### src/rtl/dmac_req_scheduler.sv
// dmac_req_scheduler
// Front-end sequencer for the DMA controller. Round-robin arbitration over
// the peripheral request lines, ReqAck handshake with the winner, system bus
// negotiation, datapath start, HReady stall watchdog during the transfer and
// sticky per-channel done/error status feeding a registered interrupt.
//
// Ports:
//   clk, rst               rising-edge clock, asynchronous active-high reset
//   DmacReq   [NUM_CH]     level requests from the peripherals
//   ReqAck    [NUM_CH]     one-hot acknowledge to the winning peripheral
//   Bus_Req / Bus_Grant    system bus request / grant
//   HReady                 AHB ready from the slave mux
//   Xfer_Done, Xfer_Err    one-cycle completion / error pulses from the datapath
//   Ch_Sel    [NUM_CH]     one-hot active channel (config set select)
//   Xfer_Start             one-cycle start pulse to the datapath
//   Xfer_Hold              datapath stall while the grant is lost in ACTIVE
//   Xfer_Abort             one-cycle abort pulse (error or watchdog timeout)
//   Irq_Clr   [NUM_CH]     write-1 clear of both status vectors
//   Done_Status/Err_Status sticky per-channel completion / error flags
//   Busy                   high whenever the sequencer is not idle
//   Interrupt              registered OR of all status bits
module dmac_req_scheduler #(
    parameter int NUM_CH      = 2,
    parameter int TIMEOUT_CYC = 1024,
    parameter int CNT_W       = 16
) (
    input  logic              clk,
    input  logic              rst,
    input  logic [NUM_CH-1:0] DmacReq,
    output logic [NUM_CH-1:0] ReqAck,
    output logic              Bus_Req,
    input  logic              Bus_Grant,
    input  logic              HReady,
    input  logic              Xfer_Done,
    input  logic              Xfer_Err,
    output logic [NUM_CH-1:0] Ch_Sel,
    output logic              Xfer_Start,
    output logic              Xfer_Hold,
    output logic              Xfer_Abort,
    input  logic [NUM_CH-1:0] Irq_Clr,
    output logic [NUM_CH-1:0] Done_Status,
    output logic [NUM_CH-1:0] Err_Status,
    output logic              Busy,
    output logic              Interrupt
);

    localparam int CH_W = (NUM_CH > 1) ? $clog2(NUM_CH) : 1;
    localparam logic [CH_W-1:0]  LAST_RST    = CH_W'(NUM_CH - 1);
    localparam logic [CH_W:0]    NUM_CH_W    = (CH_W + 1)'(NUM_CH);
    localparam logic [CNT_W-1:0] TIMEOUT_VAL = CNT_W'(TIMEOUT_CYC);
    localparam logic [NUM_CH-1:0] ONE_HOT0   = {{(NUM_CH - 1){1'b0}}, 1'b1};

    typedef enum logic [2:0] {
        S_IDLE,
        S_ACK,
        S_GRANT_WAIT,
        S_START,
        S_ACTIVE,
        S_RELEASE
    } state_t;

    state_t            state;
    logic [CH_W-1:0]   last_ch;
    logic [CH_W-1:0]   winner;
    logic [CH_W-1:0]   pick;
    logic              pick_valid;
    logic [CH_W:0]     rr_idx;
    logic [CNT_W-1:0]  watchdog;
    logic              stall;
    logic              timeout_hit;
    logic              abort_now;
    logic [NUM_CH-1:0] pick_oh;
    logic [NUM_CH-1:0] winner_oh;
    logic [NUM_CH-1:0] done_set;
    logic [NUM_CH-1:0] err_set;

    // Round-robin search starting just above the last served channel.
    // rr_idx is one bit wider so last_ch + k can be wrapped by subtraction.
    always_comb begin
        pick       = '0;
        pick_valid = 1'b0;
        rr_idx     = '0;
        for (int k = 1; k <= NUM_CH; k++) begin
            rr_idx = {1'b0, last_ch} + (CH_W + 1)'(k);
            if (rr_idx >= NUM_CH_W) begin
                rr_idx = rr_idx - NUM_CH_W;
            end
            if (!pick_valid && DmacReq[rr_idx[CH_W-1:0]]) begin
                pick_valid = 1'b1;
                pick       = rr_idx[CH_W-1:0];
            end
        end
    end

    assign pick_oh   = ONE_HOT0 << pick;
    assign winner_oh = ONE_HOT0 << winner;

    // A stall cycle is one where the bus is ours but the slave is not ready.
    // The abort fires at the edge where the counter would reach the limit,
    // so the pulse appears in the cycle right after the last stall cycle.
    assign stall       = Bus_Grant & ~HReady;
    assign timeout_hit = (TIMEOUT_CYC != 0) && stall &&
                         ((watchdog + CNT_W'(1)) == TIMEOUT_VAL);
    assign abort_now   = Xfer_Err | timeout_hit;

    // Error beats completion when both arrive together.
    assign done_set = (state == S_ACTIVE && !abort_now && Xfer_Done) ? winner_oh : '0;
    assign err_set  = (state == S_ACTIVE && abort_now) ? winner_oh : '0;

    assign Busy      = (state != S_IDLE);
    assign Xfer_Hold = (state == S_ACTIVE) && !Bus_Grant;

    // Sequencer with registered handshake outputs.
    always_ff @(posedge clk or posedge rst) begin
        if (rst) begin
            state      <= S_IDLE;
            ReqAck     <= '0;
            Ch_Sel     <= '0;
            Bus_Req    <= 1'b0;
            Xfer_Start <= 1'b0;
            Xfer_Abort <= 1'b0;
            last_ch    <= LAST_RST;
            winner     <= '0;
            watchdog   <= '0;
        end else begin
            Xfer_Start <= 1'b0;
            Xfer_Abort <= 1'b0;
            case (state)
                S_IDLE: begin
                    if (pick_valid) begin
                        winner  <= pick;
                        Ch_Sel  <= pick_oh;
                        ReqAck  <= pick_oh;
                        Bus_Req <= 1'b1;
                        state   <= S_ACK;
                    end
                end
                S_ACK: begin
                    if (!DmacReq[winner]) begin
                        ReqAck <= '0;
                        state  <= S_GRANT_WAIT;
                    end
                end
                S_GRANT_WAIT: begin
                    if (Bus_Grant && HReady) begin
                        Xfer_Start <= 1'b1;
                        state      <= S_START;
                    end
                end
                S_START: begin
                    state <= S_ACTIVE;
                end
                S_ACTIVE: begin
                    // Counter freezes while the grant is lost.
                    if (HReady) begin
                        watchdog <= '0;
                    end else if (Bus_Grant) begin
                        watchdog <= watchdog + CNT_W'(1);
                    end
                    if (abort_now) begin
                        Xfer_Abort <= 1'b1;
                        Bus_Req    <= 1'b0;
                        Ch_Sel     <= '0;
                        state      <= S_RELEASE;
                    end else if (Xfer_Done) begin
                        Bus_Req <= 1'b0;
                        Ch_Sel  <= '0;
                        state   <= S_RELEASE;
                    end
                end
                S_RELEASE: begin
                    last_ch  <= winner;
                    watchdog <= '0;
                    state    <= S_IDLE;
                end
                default: begin
                    state <= S_IDLE;
                end
            endcase
        end
    end

    // Sticky status: a set in the same cycle as a clear keeps the bit.
    always_ff @(posedge clk or posedge rst) begin
        if (rst) begin
            Done_Status <= '0;
            Err_Status  <= '0;
            Interrupt   <= 1'b0;
        end else begin
            Done_Status <= (Done_Status & ~Irq_Clr) | done_set;
            Err_Status  <= (Err_Status & ~Irq_Clr) | err_set;
            Interrupt   <= (|Done_Status) | (|Err_Status);
        end
    end

endmodule

### config.mk
export PLATFORM = sky130hd
export DESIGN_NAME = dmac_req_scheduler
export DESIGN_NICKNAME = d
export VERILOG_FILES = /design/src/rtl/dmac_req_scheduler.sv
export SDC_FILE = /design/constraint.sdc
export NUM_CORES = 1
export LEC_CHECK = 0
export ABC_AREA = 1
export ABC_CLOCK_PERIOD_IN_PS = 1500
export CAP_MARGIN = 10
export CORE_UTILIZATION = 40
export CTS_BUF_LIST = sky130_fd_sc_hd__clkbuf_4 sky130_fd_sc_hd__clkbuf_8
export CTS_CLUSTER_SIZE = 8
export DETAILED_ROUTE_END_ITERATION = 7
export SLEW_MARGIN = 20
export SYNTH_ARGS = -nofsm -noshare
export SYNTH_HDL_FRONTEND = slang
export SYNTH_SLANG_ARGS = --single-unit
### constraint.sdc
create_clock -name clk -period 1.5 [get_ports clk]
set_input_delay 0.225 -clock clk [delete_from_list [all_inputs] [get_ports clk]]
set_output_delay 0.225 -clock clk [all_outputs]
set_load 0.05 [all_outputs]
==> impl_metrics.ini, run 1 <==
[worst_setup_path]
r2r_setup_slack_ps = -390
critical_path_endpoint_category = register
setup.worst_path.start_class = register
r2r_path_end = Bus_Req
critical-path-max-stage-delay_ps = 420
slowest_stage = sky130_fd_sc_hd__dfrtp_1
critPathRequiredTime_ps = 1680
path_cells = buf_6, nand2_4, nor2_4, nand2_2, nand2_2, nand2_2, nor2_2, nand2_1, nor2_2, nand3_2, nand4_4, nand2_2, nand2_1, nand2_1
critical-path-top-cell-by-count = sky130_fd_sc_hd__nand2_2
worst_ep_arrival_time_ps = 2070
r2r-start = watchdog[1]
path_max_fanout = 6
rr_worst_depth = 14
setup.worst_path.class = register to register

[power]
internal_power_mw = 2.90
combPwrFrac_pct = 58.3
fin_total_pwr_mw = 5.27
vdd_ir_drop_max_mv = 1.08
share_seq_of_total_power_pct = 28.9
power.static_leakage_nw = 1.37
p_sw_mw = 2.38
p_clk_share_pct = 12.8
powerDensity_nw_per_um2 = 1880
switching_share_pct = 45.1

[timing]
timing_worst_slew_pin_value_ps = 291
slew_headroom_pct = 80.5
setup_viol_count_final = 12
timing.final.hold_violations = 0
layout_setup_ws_ps = -386
final.setup_skew_ps = 13.6
period_needed_ps = 1890
tns_ps = -3460
achievable-frequency_mhz = 530
post-route-period-util_pct = 126
final_max_tran_viols = 0
setup_repair_after_global_routing_missed_its_margin = yes
finalHoldWorstSlack_ps = 270

[grt]
global_route.overflow_total = 0
largest_net_degree_at_the_start_of_global_routing = 34
grt_antenna_before_repair = 0
wire_length_of_the_first_global_routing_pass_um = 7980
first_global_vias = 1759
gr-usage-all-layers_pct = 20.2

[routing]
drc = 0
dr.pass1.iters = 4
antenna_left = 0
detail_route.iter0.violations = 90
routed_via_density = 4.86
drt_wl_total_um = 4750
vias = 1865
drt-wirelength-per-cell_um = 12.4

[cts]
clk_transition_reported_paths_ps = 80
cts_num_sinks = 33
h-tree-depth = 2
clock_tree.root_cell = sky130_fd_sc_hd__clkbuf_8
clock_latency_reported_for_the_late_side_of_the_worst_skew_pair_ps = 290
clockBufferDepth = 2
cts_tree = done
cts_made_buffers = 5
postCtsHoldBufs = 0

[layout]
layout-drive-gt1-share_pct = 38.9
filler_cell_count = 405
antennaDiodeCount = 0
multiInputGateArea_um2 = 1020
flow.area_growth_from_synthesis_pct = 49.8
sequential_cell_area_um2 = 830
nets = 342

[floorplanning]
floorplan.die.width_um = 70.5
coreArea_um2 = 4410
ports_placed_on_the_boundary = 24
die_footprint_um2 = 4960
rows = 24
initial_utilization_pct = 42.5
chip_height_um = 70.5

[place]
detailedPlacementHpwl_um = 3280
place_congestion = 0.847
pre_cts_worst_setup_slack_ps = -345
port-buffer-count = 23

[status]
violations = setup timing
run_status = complete, but fails checks

[logic_synthesis]
synthesis.area_um2 = 1870
synthesis.nets = 265
synth.ff_latch_count = 33
ys_types = 29
synth_async_sr_flop_share_pct = 100
synth_sequential_area_ratio_pct = 44.1
syn-mean-instance-area_um2 = 7.38
yosys_warnings = 0
synth_enable_flop_cells = 0
synth-main-ff-cell = sky130_fd_sc_hd__dfrtp_1
syn-instance-count = 254

[hold_path]
hold_path.class = input pin to async pin

[flow_run]
cap_violations = 0
[routing by layer]
layer	track usage, %	vias up	share of wire, %	wire (um)
met3	3.46	10	4.5	215
met5	0	-	0	0
met1	28.1	849	47	2230
met2	31.5	43	47	2220
met4	7.56	0	1.7	82
li1	-	963	-	-
[cells by family (layout without fill, tap and decap cells)]
group / Yosys count / count (layout) / share of synthesized area [%]
and+or+nand+nor: 144 / 144 / 35.6
buffers and inverters: 42 / 120 / 8.61
AOI/OAI and AO/OA: 33 / 33 / 10.5
DFF: 33 / 33 / 44.1
adders and majority gates: 1 / 1 / 0.667
xor gates and xnor gates: 1 / 1 / 0.467
[cell usage after synthesis, types with 2 or more instances]
library cell	count	area share, %
sky130_fd_sc_hd__o22ai_2	2	1.3
sky130_fd_sc_hd__or2_2	2	0.67
sky130_fd_sc_hd__o21ai_0	21	5.6
sky130_fd_sc_hd__nand4_1	8	2.7
sky130_fd_sc_hd__nand2_2	5	1.7
sky130_fd_sc_hd__nand2_1	76	15
sky130_fd_sc_hd__o22ai_1	2	0.67
sky130_fd_sc_hd__nor2_2	2	0.67
sky130_fd_sc_hd__inv_1	39	7.8
sky130_fd_sc_hd__nor2_4	4	2.4
sky130_fd_sc_hd__dfrtp_1	32	43
sky130_fd_sc_hd__a21oi_1	4	1.1
sky130_fd_sc_hd__nor2_1	27	5.4
sky130_fd_sc_hd__nand3_1	15	4.0
[layout by cell type (no fill, tap or decap), types with 6 or more instances in the layout]
master and n:
sky130_fd_sc_hd__nand2_1 61, sky130_fd_sc_hd__buf_4 49, sky130_fd_sc_hd__inv_1 34, sky130_fd_sc_hd__dfrtp_1 30
sky130_fd_sc_hd__nor2_1 22, sky130_fd_sc_hd__nand2_2 18, sky130_fd_sc_hd__nand3_1 14, sky130_fd_sc_hd__buf_6 10
sky130_fd_sc_hd__o21ai_1 9, sky130_fd_sc_hd__clkdlybuf4s50_1 9, sky130_fd_sc_hd__nor2_4 8, sky130_fd_sc_hd__nand4_1 8
sky130_fd_sc_hd__o21ai_2 7, sky130_fd_sc_hd__o21ai_0 6
[per-stage QoR]
step           cell area [um2]  utilization, %  instances
6_report                  2810            63.6        384
3_3_place_gp              2450            55.5        364
2_1_floorplan             1890               -        254
4_1_cts                   2660            60.3        379
3_5_place_dp              2450            55.5        364
5_1_grt                   2810            63.6        384
[power by group through the flow]
stage / Clock (mW) / Combinational [mW] / Sequential, mW
final: 0.675 / 3.07 / 1.52
after global routing: 0.727 / 3.33 / 1.57
after CTS: 0.695 / 2.71 / 1.51
after detailed placement: 0 / 2.48 / 1.51
after global placement: 0 / 2.47 / 1.50
after floorplan: 0 / 1.16 / 1.81
[sequential cells by signal (all words and copies together) (netlist names), 2 cells and up]
register	cells
watchdog	16
Done_Status	2
ReqAck	2
state	3
Err_Status	2
Ch_Sel	2
[critical path, delay by kind of cell (launching register included)]
| kind | cells | cell delay (ps) |
|---|---|---|
| simple gates | 13 | 1230 |
| flops | 1 | 420 |
| buf+inv | 1 | 130 |
[repair_timing]
action | CTS | global route
setup buffers | 7 | 4
pin swaps | 6 | 17
resized for setup | 17 | 39
endpoints found under the setup margin | 26 | 30
endpoints found under the hold margin | 0 | 0
gates cloned | 0 | 1
[cell type report]
cell class,instances,share of cell area [%]
clock buffer,5,2.45
clock inverter,3,0.624
inverter,40,5.44
multi-input combinational,179,36.3
sequential,33,29.5
tap,52,2.32
timing repair buffer,72,23.4
[worst max-delay path by stage]
stage / start / to / slack [ps] / cells after the start
2_1_floorplan: watchdog[1] / Bus_Req / -160 / 14
3_3_place_gp: Bus_Grant / Ch_Sel[1] / -300 / 12
3_5_place_dp: Bus_Grant / Ch_Sel[0] / -340 / 12
4_1_cts: watchdog[1] / Bus_Req / -300 / 14
5_1_grt: watchdog[1] / Bus_Req / -520 / 14
6_report: watchdog[1] / Bus_Req / -390 / 14
Power figures use the tool's default switching activity.
==> run 2, diff against run 1 <==
ABC_CLOCK_PERIOD_IN_PS = default   (was 1500)
TNS_END_PERCENT = 50   (was default)
==> run 2 against run 1 <==
Net effect:
- the flow still finishes with violations (setup timing)
- flip-flop and latch count unchanged
- maximum frequency up 1.3%
- register-to-register slack better by 20 ps
- global-route usage up 0.71 points
- non-clock buffer count up 5
- via count down 0.70%
- combinational power down 3%
- critical endpoint is now Ch_Sel[0]
- largest cell class unchanged
- highest routed layer unchanged
==> impl_metrics.ini, run 2 (same netlist as run 1, synthesis figures left out) <==
[routing]
drt_wl_total_um = 4880
drc = 0
antenna_left = 0
detail_route.iter0.violations = 61
vias = 1852
dr.pass1.iters = 4
routed_via_density = 4.76
drt-wirelength-per-cell_um = 12.6

[layout]
layout.cells.most_common_list = 65 x sky130_fd_sc_hd__nand2_1, 60 x sky130_fd_sc_hd__buf_4, 37 x sky130_fd_sc_hd__inv_1, 31 x sky130_fd_sc_hd__dfrtp_1, 20 x sky130_fd_sc_hd__nor2_1
layout_commonest_cell = sky130_fd_sc_hd__nand2_1
layout-drive-gt1-share_pct = 38.0
antennaDiodeCount = 0
nets = 347
utilization_after_layout_pct = 64.7
reg.largest.list = watchdog x16, state x3
filler_cell_count = 373
finalInstanceArea_um2 = 2860
multiInputGateArea_um2 = 1030
regMostFlops = watchdog
sequential_cell_area_um2 = 828
flow.area_growth_from_synthesis_pct = 52.4
largest_reg_flops = 16

[timing]
achievable-frequency_mhz = 537
post-route-period-util_pct = 124
final.setup_skew_ps = 5.06
timing_worst_slew_pin_value_ps = 266
tns_ps = -4250
timing.final.hold_violations = 0
slew_headroom_pct = 82.1
final_max_tran_viols = 0
setup_repair_after_global_routing_missed_its_margin = yes
layout_setup_ws_ps = -362
period_needed_ps = 1860
setup_viol_count_final = 28

[worst_setup_path]
setup.worst_path.class = register to register
critPathRequiredTime_ps = 1680
critical-path-top-cell-by-count = sky130_fd_sc_hd__nand2_2
critical-path-max-stage-delay_ps = 410
rr_worst_depth = 13
setup.worst_path.start_class = register
path_cells = buf_6, nand2_4, nor2_4, buf_4, nand3_1, nand2_1, nand2_2, nor3_2, nand3_2, nand4_4, nand2_4, nand2_2, nand2_2
setup.worst_path.start = watchdog[1]
r2r-start = watchdog[1]
slowest_stage = sky130_fd_sc_hd__dfrtp_1
critical_path_endpoint_category = register
path_max_fanout = 5
worst_ep_arrival_time_ps = 2040

[power]
power.static_leakage_nw = 1.41
p_sw_mw = 2.34
vdd_ir_drop_max_mv = 1.07
internal_power_mw = 3.17
switching_share_pct = 42.5
combPwrFrac_pct = 54.3
share_seq_of_total_power_pct = 27.4
powerDensity_nw_per_um2 = 1930
p_clk_share_pct = 18.3
fin_total_pwr_mw = 5.51

[floorplanning]
floorplan.die.width_um = 70.5
ports_placed_on_the_boundary = 24
rows = 24
initial_utilization_pct = 42.5
chip_height_um = 70.5
coreArea_um2 = 4410
die_footprint_um2 = 4960

[cts]
clk_transition_reported_paths_ps = 70
clock_latency_reported_for_the_late_side_of_the_worst_skew_pair_ps = 290
clockBufferDepth = 2
cts_num_sinks = 33
cts_tree = done
clock_tree.root_cell = sky130_fd_sc_hd__clkbuf_8
postCtsHoldBufs = 0
cts_made_buffers = 5
h-tree-depth = 2

[status]
violations = setup timing
run_status = complete, but fails checks

[grt]
first_global_vias = 1851
wire_length_of_the_first_global_routing_pass_um = 8140
grt_antenna_before_repair = 0
largest_net_degree_at_the_start_of_global_routing = 34
global_route.overflow_total = 0
gr-usage-all-layers_pct = 21.0

[place]
place_congestion = 0.797
port-buffer-count = 23
detailed_place.area_um2 = 2490
pre_cts_worst_setup_slack_ps = -344
detailedPlacementHpwl_um = 3370

[hold_path]
hold_path.class = input pin to async pin

[flow_run]
cap_violations = 0
==> run 2: cell types whose count changed in the layout (fill, tap and decap cells not counted), sizes merged <==
cell,previous run,this run
clkinv,2,1
buf,62,68
bufinv,0,2
clkbuf,6,5
clkinvlp,1,0
==> run 2: per-layer routing <==
layer  vias to the layer above  track usage, %  share of wire [%]
met2                        25            34.3                 48
met1                       853            27.8                 49
met3                         7            3.17                2.3
met4                         0            8.00                1.4
met5                         -               0                  0
li1                        967               -                  -
==> run 2: cell type report <==
type	instances	share of cell area (%)
Multi-Input combinational cell	179	36.1
Sequential cell	33	29.0
Timing Repair Buffer	77	22.7
Inverter	40	5.26
Clock buffer	5	2.41
Clock inverter	3	2.28
Tap cell	52	2.28
==> run 2: critical path: cells and delay by family (launching register included) <==
kind / cells / cell delay, ps
DFF: 1 / 410
and+or+nand+nor: 11 / 1080
buffers and inverters: 2 / 270
==> run 2: power groups by stage <==
| stage | logic [mW] | registers [mW] | clock network, mW |
|---|---|---|---|
| 6_report | 2.99 | 1.51 | 1.01 |
| 5_1_grt | 3.26 | 1.55 | 1.05 |
| 4_1_cts | 2.65 | 1.48 | 1.03 |
| 3_5_place_dp | 2.52 | 1.50 | 0 |
| 3_3_place_gp | 2.51 | 1.50 | 0 |
| 2_1_floorplan | 1.12 | 1.81 | 0 |
==> run 2: worst paths after layout <==
kind,to,slack [ps]
worst max-delay path,Ch_Sel[0],-360
worst min-delay path,Interrupt,290
worst max register to register,Ch_Sel[0],-360
worst min register to register,Ch_Sel[1],500
max in group asynchronous,last_ch,970
min in group clk,Ch_Sel[1],500
==> run 2: repair_timing <==
action	CTS	global route
pin swaps	4	21
setup buffers	2	8
hold endpoints to repair	0	0
resized for setup	14	46
setup endpoints to repair	25	30
==> run 2: stage by stage <==
stage,hold slack (ps),instances
2_1_floorplan,319,254
3_3_place_gp,473,371
3_5_place_dp,472,371
4_1_cts,292,381
5_1_grt,331,389
6_report,290,389
